### src/rtl/iter_mul_unit_if.sv
// iter_mul_unit_if: start/operand/result bundle between the control unit and the multiplier
interface iter_mul_unit_if #(parameter int WIDTH = 32);
    logic start;
    logic is_signed;
    logic [WIDTH-1:0] a;
    logic [WIDTH-1:0] b;
    logic busy;
    logic done;
    logic [WIDTH-1:0] result_hi;
    logic [WIDTH-1:0] result_lo;
    modport master(output start, is_signed, a, b, input busy, done, result_hi, result_lo);
    modport slave(input start, is_signed, a, b, output busy, done, result_hi, result_lo);
endinterface

### src/rtl/iter_mul_unit.sv
// iter_mul_unit: iterative shift-add multiplier for MULT/MULTU, WIDTH+1 cycle latency
// MUL_EARLY_EXIT_EN: finish as soon as the remaining multiplier bits are all zero
module iter_mul_unit #(
    parameter int WIDTH = 32
) (
    input logic clk,
    input logic rst,
    iter_mul_unit_if.slave bus
);
    localparam int CW = $clog2(WIDTH + 1);
    typedef enum logic [1:0] {IDLE, BUSY, DONE} state_t;
    state_t state, state_nx;
    logic [WIDTH-1:0] mcand, mplier, acc, hi, lo;
    logic [CW-1:0] cnt;
    logic neg, accept, last;
    logic [WIDTH:0] sum;
    logic [2*WIDTH-1:0] nxt, prod;
`ifdef MUL_EARLY_EXIT_EN
    logic [WIDTH-1:0] rem;
`endif
    assign accept = bus.start && state != BUSY;
    assign bus.busy = state == BUSY;
    assign bus.done = state == DONE;
    assign bus.result_hi = hi;
    assign bus.result_lo = lo;
    always_comb begin
        sum = {1'b0, acc} + {1'b0, mplier[0] ? mcand : '0};
        nxt = {sum, mplier[WIDTH-1:1]};
`ifdef MUL_EARLY_EXIT_EN
        last = cnt == CW'(WIDTH - 1) || rem[WIDTH-1:1] == '0;
        prod = nxt >> (CW'(WIDTH - 1) - cnt);
`else
        last = cnt == CW'(WIDTH - 1);
        prod = nxt;
`endif
        state_nx = state == BUSY ? (last ? DONE : BUSY) : (accept ? BUSY : IDLE);
    end
    always_ff @(posedge clk) begin
        if (rst) begin
            state <= IDLE;
            cnt <= '0;
            acc <= '0;
            mcand <= '0;
            mplier <= '0;
            neg <= 1'b0;
            hi <= '0;
            lo <= '0;
        end else begin
            state <= state_nx;
            if (accept) begin
                mcand <= bus.is_signed && bus.a[WIDTH-1] ? -bus.a : bus.a;
                mplier <= bus.is_signed && bus.b[WIDTH-1] ? -bus.b : bus.b;
                neg <= bus.is_signed && (bus.a[WIDTH-1] ^ bus.b[WIDTH-1]);
                acc <= '0;
                cnt <= '0;
            end else if (state == BUSY) begin
                acc <= nxt[2*WIDTH-1:WIDTH];
                mplier <= nxt[WIDTH-1:0];
                cnt <= cnt + 1'b1;
                if (last)
                    {hi, lo} <= neg ? -prod : prod;
            end
        end
    end
`ifdef MUL_EARLY_EXIT_EN
    // unconsumed multiplier bits, tracked apart from the product-mixed shift register
    always_ff @(posedge clk) begin
        if (rst)
            rem <= '0;
        else if (accept)
            rem <= bus.is_signed && bus.b[WIDTH-1] ? -bus.b : bus.b;
        else if (state == BUSY)
            rem <= rem >> 1;
    end
`endif
endmodule

### src/flat_wrapper.sv
// flat-port wrapper written by rule: the top's interface ports become plain ports
module iter_mul_unit_flat 
#(
    parameter int WIDTH = 32
)
  (clk, rst, bus_start, bus_is_signed, bus_a, bus_b, bus_busy, bus_done, bus_result_hi, bus_result_lo);
  iter_mul_unit_if #(.WIDTH(WIDTH)) bus_i ();
  input logic clk;
  input logic rst;
  input wire logic [$bits(bus_i.start)-1:0] bus_start;
  input wire logic [$bits(bus_i.is_signed)-1:0] bus_is_signed;
  input wire logic [$bits(bus_i.a)-1:0] bus_a;
  input wire logic [$bits(bus_i.b)-1:0] bus_b;
  output wire logic [$bits(bus_i.busy)-1:0] bus_busy;
  output wire logic [$bits(bus_i.done)-1:0] bus_done;
  output wire logic [$bits(bus_i.result_hi)-1:0] bus_result_hi;
  output wire logic [$bits(bus_i.result_lo)-1:0] bus_result_lo;
  assign bus_i.start = bus_start;
  assign bus_i.is_signed = bus_is_signed;
  assign bus_i.a = bus_a;
  assign bus_i.b = bus_b;
  assign bus_busy = bus_i.busy;
  assign bus_done = bus_i.done;
  assign bus_result_hi = bus_i.result_hi;
  assign bus_result_lo = bus_i.result_lo;
  iter_mul_unit #(.WIDTH(WIDTH)) u_core (.clk(clk), .rst(rst), .bus(bus_i));
endmodule
### config.mk
export PLATFORM = sky130hd
export DESIGN_NAME = iter_mul_unit_flat
export DESIGN_NICKNAME = d
export VERILOG_FILES = /design/src/rtl/iter_mul_unit_if.sv /design/src/rtl/iter_mul_unit.sv /design/src/flat_wrapper.sv
export SDC_FILE = /design/constraint.sdc
export NUM_CORES = 1
export LEC_CHECK = 0
export BUFFER_PORTS_ARGS = -buffer_cell sky130_fd_sc_hd__buf_2
export CORE_MARGIN = 3
export CORE_UTILIZATION = 35
export CTS_CLUSTER_SIZE = 30
export DETAILED_ROUTE_END_ITERATION = 8
export PLACE_DENSITY_LB_ADDON = 0.25
export SETUP_SLACK_MARGIN = 0.02
export SYNTH_ARGS = -nofsm -noshare
export SYNTH_HDL_FRONTEND = slang
export SYNTH_SLANG_ARGS = --single-unit
### constraint.sdc
create_clock -name clk -period 5.2 [get_ports clk]
set_clock_uncertainty 0.15 [all_clocks]
set_input_delay 0.26 -clock clk [delete_from_list [all_inputs] [get_ports clk]]
set_output_delay 0.26 -clock clk [all_outputs]
set_load 0.02 [all_outputs]
Word-level counts from Yosys, hierarchy flattened
Cells that the tools add are included.
- $add $sub $neg: 5
- eq/ne operators: 4
- muxes and demuxes: 9
- bitwise operators: 2
- reduce and logical (&&, ||, !) cells: 7
- operator list (kind ; number):
    $mux W32 ; 5
    $mux W64 ; 1
    $neg A32 Y32 ; 2
    $neg A64 Y64 ; 1
    $add A32 B32 Y33 ; 1
    $add A6 B1 Y6 const B ; 1
    $eq A6 B5 Y1 const B ; 1
    $logic_and A1 B1 Y1 ; 4
    $mux W2 ; 2
    $reduce_and A3 Y1 ; 1
    $eq A2 B1 Y1 const B ; 1
    $eq A2 B2 Y1 const B ; 1
    $ne A2 B1 Y1 const B ; 1
    $reduce_bool A2 Y1 ; 1
    $reduce_or A2 Y1 ; 1
    $mux W1 ; 1
    $not A1 Y1 ; 1
    $xor A1 B1 Y1 ; 1
- bits in registers: 169
- input port bits: 68
- output and inout port bits: 66
- logic and storage cells: 35

Longest topological paths before layout
Gate-level depths: netlist (run 1).
- depth after elaboration: 4
- gate-level depth with buffers: 16
- mapped depth without buffers: 14

Least setup slack after synthesis (run 1)
No wires, ideal clock.
- path kind: reg2reg
- start: reg u_core.mplier[0]
- end: reg u_core.hi[31], in the netlist u_core.bus.result_hi[31]
- arrival time: 3922 ps
- data required time: 4964 ps
- setup slack: 1042 ps
- stages on the path, launching flop included: 16
- clock period less this slack: 4158 ps
- path through: dfxtp_1 -> clkbuf_1 -> and2_1 -> ha_1 -> fa_1 -> a211oi_2 -> o21ai_2 -> a311oi_2 -> o32a_1 -> nand2_1 -> xor2_1 -> or4_1 -> or3_1 -> o41ai_2 -> xor2_1 -> a211oi_1
- word-level cells in the longest chain between the ends: 4
- RTL lines (item ; line ; source):
    start, declared ; iter_mul_unit.sv:13 ; logic [WIDTH-1:0] mcand, mplier, acc, hi, lo;
    start signal, assigned ; iter_mul_unit.sv:52 ; mplier <= bus.is_signed && bus.b[WIDTH-1] ? -bus.b : bus.b;
    start signal, assigned ; iter_mul_unit.sv:58 ; mplier <= nxt[WIDTH-1:0];
    $mux W32 * ; iter_mul_unit.sv:27 ; sum = {1'b0, acc} + {1'b0, mplier[0] ? mcand : '0};
    $add A32 B32 Y33 * ; iter_mul_unit.sv:27 ;
    $neg A64 Y64 ; iter_mul_unit.sv:61 ; {hi, lo} <= neg ? -prod : prod;
    $mux W64 * ; iter_mul_unit.sv:61 ;
    end signal, assigned ; iter_mul_unit.sv:61 ;
    end, declared ; iter_mul_unit.sv:13 ;
Every way passes the cells marked *; elsewhere a longest branch is shown, timed or not.
A chain may end at the register's enable or synchronous reset.

Worst setup path in the final report (run 1)
Same ends and word-level chain as after synthesis.

==> flow_metrics.env, run 1 <==
export IMPL_status="finished clean"
export IMPL_path_buf_inv=0
export IMPL_die_area_um2=33200
export IMPL_grt_usage_pct=19.35
export IMPL_ys_ff_latch=169
export IMPL_fin_crit_ns=4.699
export IMPL_synth_area_per_cell_um2=7.584
export IMPL_cts_tree="yes"
export IMPL_yosys_warnings=0
export IMPL_rows=63
export IMPL_cts_made_buffers=17
export IMPL_gp_congestion=0.9270
export IMPL_synth_edf_count=0
export IMPL_critical_path_arrival_ns=4.90
export IMPL_maxCapViolCount=0
export IMPL_numClockSinks=169
export IMPL_port_buffers=133
export IMPL_yosys_most_used_dff="dfxtp_1"
export IMPL_drtPass1Iterations=5
export IMPL_cts_setup_buffers=0
export IMPL_cts_resized=0
export IMPL_worstSkewPairLatency_ns=0.45
export IMPL_fmax_mhz=212.8
export IMPL_async_reset_ff_share_pct=0
export IMPL_holdPathEnd="u_core.mcand[6]$_SDFFE_PP0P_"
export IMPL_power_leakage_nw=4.853
export IMPL_htree_levels=4
export IMPL_drive_above_1_share_pct=13.65
export IMPL_grt_ovfl_total=0
export IMPL_min_path_cells=3
export IMPL_cts_max_path_buffers=2
export IMPL_die_w_um=182.2
export IMPL_root_buffer="clkbuf_16"
export IMPL_setup_viol=0
export IMPL_peakVddDrop_mv=0.2089
export IMPL_setup_tns_final_ns=0
export IMPL_cts_hold_buffers=12
export IMPL_syn_area_um2=10870
export IMPL_hold_start="bus_a[6]"
export IMPL_crit_top_cell="xor2_1"
export IMPL_critical_path_depth=14
export IMPL_cp_cell_sequence="and2_1 > ha_1 > fa_1 > a211oi_2 > o21ai_2 > a311oi_2 > o32a_1 > nand2_1 > xor2_1 > or4_1 > or3_1 > o41ai_2 > xor2_1 > a211oi_1"
export IMPL_worst_ep_required_time_ns=5.40
export IMPL_avgRoutedWirePerCell_um=17.13
export IMPL_grt_max_degree=100
export IMPL_n_antenna_cell=0
export IMPL_pin_count=134
export IMPL_power_density_nw_per_um2=253.9
export IMPL_via_per_inst=5.366
export IMPL_finalCritPeriodShare_pct=90.36
export IMPL_antenna_found_initial=0
export IMPL_syn_nets=1538
export IMPL_post_dp_hpwl_mm=25.30
export IMPL_timing_rr_end="u_core.bus.result_hi[31]$_SDFFE_PP0P_"
export IMPL_r2r_worst_path_cells=14
export IMPL_instances_no_fill=1921
export IMPL_drtIter0Drc=622
export IMPL_die_h_um=182.2
export IMPL_worst_pin_slew_ns=1.062
export IMPL_ys_seq_area_share_pct=31.13
export IMPL_via_count=10310
export IMPL_r2r_start="u_core.mplier[0]$_SDFFE_PP0P_"
export IMPL_r2r_slack_ns=0.50
export IMPL_postRouteAntennaNets=0
export IMPL_placedCellCount=1877
export IMPL_grt_pass1_wl_mm=52.05
export IMPL_syn_inst=1433
export IMPL_ys_top_cells_by_area="dfxtp_1 31%, a211oi_1 7.5%, nor2_1 7.1%, xor2_1 6.9%, a21oi_1 6.7%"
export IMPL_cp_top_family="compound AO/OA/AOI/OAI gates"
export IMPL_drv_slew=0
export IMPL_slowest_delay_ns=0.56
export IMPL_yosysTopAreaCell="dfxtp_1"
export IMPL_slowest_stage="or4_1"
export IMPL_hold_viol=0
export IMPL_initial_core_util_pct=36.09
export IMPL_yosys_top_cells_count="205 x nor2_1, 169 x dfxtp_1, 151 x nand2_1"
export IMPL_startpoint_type="register"
export IMPL_wirelength_mm=32.90
export IMPL_cp_max_fo=20
export IMPL_path_clk_slew_ns=0.08
export IMPL_synth_top_area_share_pct=31.13
export IMPL_cp_end_kind="register"
export IMPL_ys_types=68
export IMPL_grt_pass1_vias=9363
export IMPL_fill_cells=3177
export IMPL_syn2layout_area_growth_pct=15.05
export IMPL_core_um2=30110
export IMPL_yosysMostFrequentCell="nor2_1"
export IMPL_rsz0062_at_grt="no"
export IMPL_hold_class="primary input to register"
export IMPL_nets=1623
export IMPL_critical_path_class="register to register"
export IMPL_slew_limit_headroom_pct=29.22
export IMPL_drc=0
[area by class of cell]
| cell class | count | area, um^2 | share of cell area [%] |
|---|---|---|---|
| well taps | 390 | 488.0 | 3.903 |
| clock buffers | 18 | 439.2 | 3.512 |
| repair buffers | 163 | 923.4 | 7.385 |
| flip-flops and latches | 169 | 3385 | 27.07 |
| clock inverters | 14 | 148.9 | 1.191 |
| inverters | 19 | 71.32 | 0.5704 |
| multi-input cells | 1148 | 7048 | 56.37 |
[worst register-to-register path: stages, from the launching register on]
cell	delay, ns
dfxtp_1	0.47
and2_1	0.25
ha_1	0.20
fa_1	0.45
a211oi_2	0.32
o21ai_2	0.18
a311oi_2	0.41
o32a_1	0.25
nand2_1	0.07
xor2_1	0.20
or4_1	0.56
or3_1	0.38
o41ai_2	0.35
xor2_1	0.11
a211oi_1	0.26
[metal layers]
metal / wire length [um] / up-vias / GRT usage, %
met5: 0 / - / 0
met4: 238 / 0 / 3.778
met3: 1293 / 11 / 3.369
met2: 14260 / 199 / 29.06
met1: 17110 / 4800 / 29.09
li1: - / 5299 / -
[where the power goes]
part	switching (mW)	internal, mW
Sequential	0.0576	1.34
Combinational	0.304	0.186
Clock	0.631	0.658
Total	0.993	2.18
[placed cells by master, fill, tap and decap left out, drive strengths merged, types with 25 or more instances in the layout]
cell type and count:
nor2 206, dfxtp 169, nand2 151, buf 151, a21oi 146, a211oi 109, xor2 85, o21ai 66
xnor2 56, and2 41, ha 36, inv 29, nor3 28, or3 25
[cell families (layout without fill, tap and decap cells)]
kind of cell / Yosys count / in the layout / share of synthesized area [%]
fa+ha+maj: 37 / 37 / 4.329
buf+inv: 116 / 214 / 4.098
simple gates: 540 / 540 / 23.45
mux: 3 / 3 / 0.2763
flops: 169 / 169 / 31.13
compound gates: 427 / 427 / 25.35
xor+xnor: 141 / 141 / 11.36
[flip-flops by register name (all words and copies together) (netlist names)]
register,cells
u_core.acc,32
u_core.bus.result_hi,32
u_core.bus.result_lo,32
u_core.cnt,6
u_core.mcand,32
u_core.mplier,32
u_core.neg,1
u_core.state,2
[stage by stage]
step	cell area [um^2]	util (%)	hold WS, ns	setup WS, ns	power (mW)
floorplan	10870	-	0.2460	1.042	1.748
global placement	11800	39.17	0.2893	0.5805	1.901
detailed placement	11800	39.17	0.2935	0.5348	1.907
CTS	12500	41.52	0.01105	0.4798	3.206
global route	12500	41.52	0.02108	0.1876	3.324
finish	12500	41.52	0.02905	0.5015	3.175
[worst max path at each step]
stage / startpoint / to
3_5_place_dp: u_core.mplier[0]$_SDFFE_PP0P_ / u_core.bus.result_hi[24]$_SDFFE_PP0P_
5_1_grt: u_core.mplier[0]$_SDFFE_PP0P_ / u_core.bus.result_hi[31]$_SDFFE_PP0P_
6_report: u_core.mplier[0]$_SDFFE_PP0P_ / u_core.bus.result_hi[31]$_SDFFE_PP0P_
4_1_cts: u_core.mplier[0]$_SDFFE_PP0P_ / u_core.bus.result_hi[31]$_SDFFE_PP0P_
2_1_floorplan: u_core.mplier[0]$_SDFFE_PP0P_ / u_core.bus.result_hi[31]$_SDFFE_PP0P_
3_3_place_gp: u_core.mplier[0]$_SDFFE_PP0P_ / u_core.bus.result_hi[31]$_SDFFE_PP0P_
(Power assumes the default switching activity.)
==> inputs of run 2 (changes only) <==
- CORE_UTILIZATION: 35 -> 30
==> run 2 against run 1 <==
  * Worst setup slack improved by 0.053 ns
  * Non-clock buffer count decreased by 3
  * Design area increased by 0.85%
  * Critical endpoint is now u_core.bus.result_hi[24]$_SDFFE_PP0P_
  * Critical path type unchanged
  * Critical path depth unchanged
  * Cell count increased by 3.5%
  * Routed wire length increased by 3.4%
  * Sequential power about the same
  * Count of clock-buffer cells in the layout decreased by 1
  * Register-to-register slack improved by 0.05 ns
  * Die area increased by 16%
  * Highest routed layer is now met5
==> flow_metrics.env, run 2 (same netlist as run 1, synthesis figures left out) <==
export IMPL_status="finished clean"
export IMPL_n_antenna_cell=0
export IMPL_grt_max_degree=94
export IMPL_syn2layout_area_growth_pct=16.03
export IMPL_final_cell_mix="205 x nor2_1, 167 x dfxtp_1, 151 x nand2_1, 145 x a21oi_1, 132 x buf_2"
export IMPL_die_h_um=196.3
export IMPL_postRouteAntennaNets=0
export IMPL_cts_tree="yes"
export IMPL_rsz0062_at_grt="no"
export IMPL_grt_usage_pct=17.39
export IMPL_hold_class="primary input to register"
export IMPL_finalCritPeriodShare_pct=89.34
export IMPL_gp_congestion=0.9016
export IMPL_power_leakage_nw=4.851
export IMPL_fill_cells=3841
export IMPL_maxCapViolCount=0
export IMPL_rows=69
export IMPL_final_common_cell="nor2_1"
export IMPL_pre_cts_slack_ns=0.3655
export IMPL_drive_above_1_share_pct=13.62
export IMPL_drtIter0Drc=609
export IMPL_worstSkewPairLatency_ns=0.44
export IMPL_startpoint_type="register"
export IMPL_post_dp_hpwl_mm=25.99
export IMPL_avgRoutedWirePerCell_um=17.12
export IMPL_grt_pass1_wl_mm=54.05
export IMPL_core_um2=35660
export IMPL_root_buffer="clkbuf_16"
export IMPL_port_buffers=133
export IMPL_cp_end_kind="register"
export IMPL_critical_path_arrival_ns=4.85
export IMPL_grt_pass1_vias=9559
export IMPL_finalCoreUtilization_pct=35.37
export IMPL_cts_max_path_buffers=2
export IMPL_initial_core_util_pct=30.48
export IMPL_drv_slew=0
export IMPL_grt_ovfl_total=0
export IMPL_fin_crit_ns=4.646
export IMPL_setup_viol=0
export IMPL_hold_viol=0
export IMPL_drtPass1Iterations=4
export IMPL_fin_ws_ns=0.5544
export IMPL_antenna_found_initial=1
export IMPL_via_count=10230
export IMPL_fmax_mhz=215.3
export IMPL_power_density_nw_per_um2=261.0
export IMPL_worst_ep_required_time_ns=5.40
export IMPL_htree_levels=4
export IMPL_cp_max_fo=24
export IMPL_drc=0
export IMPL_multi_input_area_um2=7048
export IMPL_critical_path_class="register to register"
export IMPL_slew_limit_headroom_pct=28.75
export IMPL_nets=1620
export IMPL_register_area_um2=3386
export IMPL_worst_pin_slew_ns=1.069
export IMPL_die_w_um=196.3
export IMPL_path_clk_slew_ns=0.08
export IMPL_peakVddDrop_mv=0.1940
export IMPL_wirelength_mm=34.03
export IMPL_numClockSinks=169
export IMPL_pin_count=134
export IMPL_die_area_um2=38550
export IMPL_via_per_inst=5.144
export IMPL_cts_made_buffers=17
export IMPL_setup_tns_final_ns=0
-- run 2: changes by cell type in the layout (fill, tap and decap cells not counted), moves of 2 or more --
cell,before,now
bufinv_16,0,4
clkinv_8,2,0
clkinvlp_4,0,2
dlygate4sd3_1,12,10
inv_8,6,2
-- run 2: final timing paths --
| path | from | to | slack [ns] | depth (start not counted) |
|---|---|---|---|---|
| setup reg to reg | u_core.mplier[0]$_SDFFE_PP0P_ | u_core.bus.result_hi[24]$_SDFFE_PP0P_ | 0.55 | 14 |
| setup / recovery | u_core.mplier[0]$_SDFFE_PP0P_ | u_core.bus.result_hi[24]$_SDFFE_PP0P_ | 0.55 | 14 |
| hold reg to reg | u_core.bus.result_hi[1]$_SDFFE_PP0P_ | u_core.bus.result_hi[1]$_SDFFE_PP0P_ | 0.30 | 2 |
| hold / removal | bus_a[12] | u_core.mcand[12]$_SDFFE_PP0P_ | 0.01 | 3 |
-- run 2: final cells by class --
cell class,instances,area share (%)
multi-input combinational,1148,55.89
sequential,169,26.85
timing repair buffer,160,7.105
tap,461,4.574
clock buffer,17,3.374
clock inverter,14,1.637
inverter,19,0.5656
-- run 2: critical path, stage by stage, from the launching register on --
cell and delay [ns]:
dfxtp_2 0.43, and2_1 0.21, ha_1 0.20, fa_1 0.45, a211oi_2 0.32, o21ai_2 0.17, a311oi_2 0.39, a211oi_1 0.15
xnor2_1 0.45, o31ai_1 0.20, or2_2 0.34, or4_1 0.54, o21ai_0 0.21, xor2_1 0.09, a211oi_1 0.25
-- run 2: power breakdown --
part / switching, mW / internal, mW
clock: 0.596 / 0.816
combinational: 0.300 / 0.184
sequential: 0.0565 / 1.34
total: 0.952 / 2.34
-- run 2: layer usage --
metal,part of all wire [%],track usage [%]
met5,0.056,0
met4,1.6,4.199
met1,51,25.63
met2,43,26.59
met3,4.0,2.803
-- run 2: repair_timing --
action | in CTS | in global routing
buffers inserted | 0 | 0
hold endpoints to repair | 10 | 0
endpoints found under the setup margin | 0 | 1
gates resized for setup | 0 | 1
hold buffers | 10 | 0
-- run 2: metrics by stage --
stage	instances	hold WS (ns)	cell area (um^2)	total power, mW
2_1_floorplan	1433	0.2460	10870	1.748
3_3_place_gp	1947	0.2903	11880	1.902
3_5_place_dp	1947	0.2919	11880	1.907
4_1_cts	1988	0.0002766	12610	3.325
5_1_grt	1988	0.02522	12610	3.443
6_report	1988	0.01431	12610	3.291
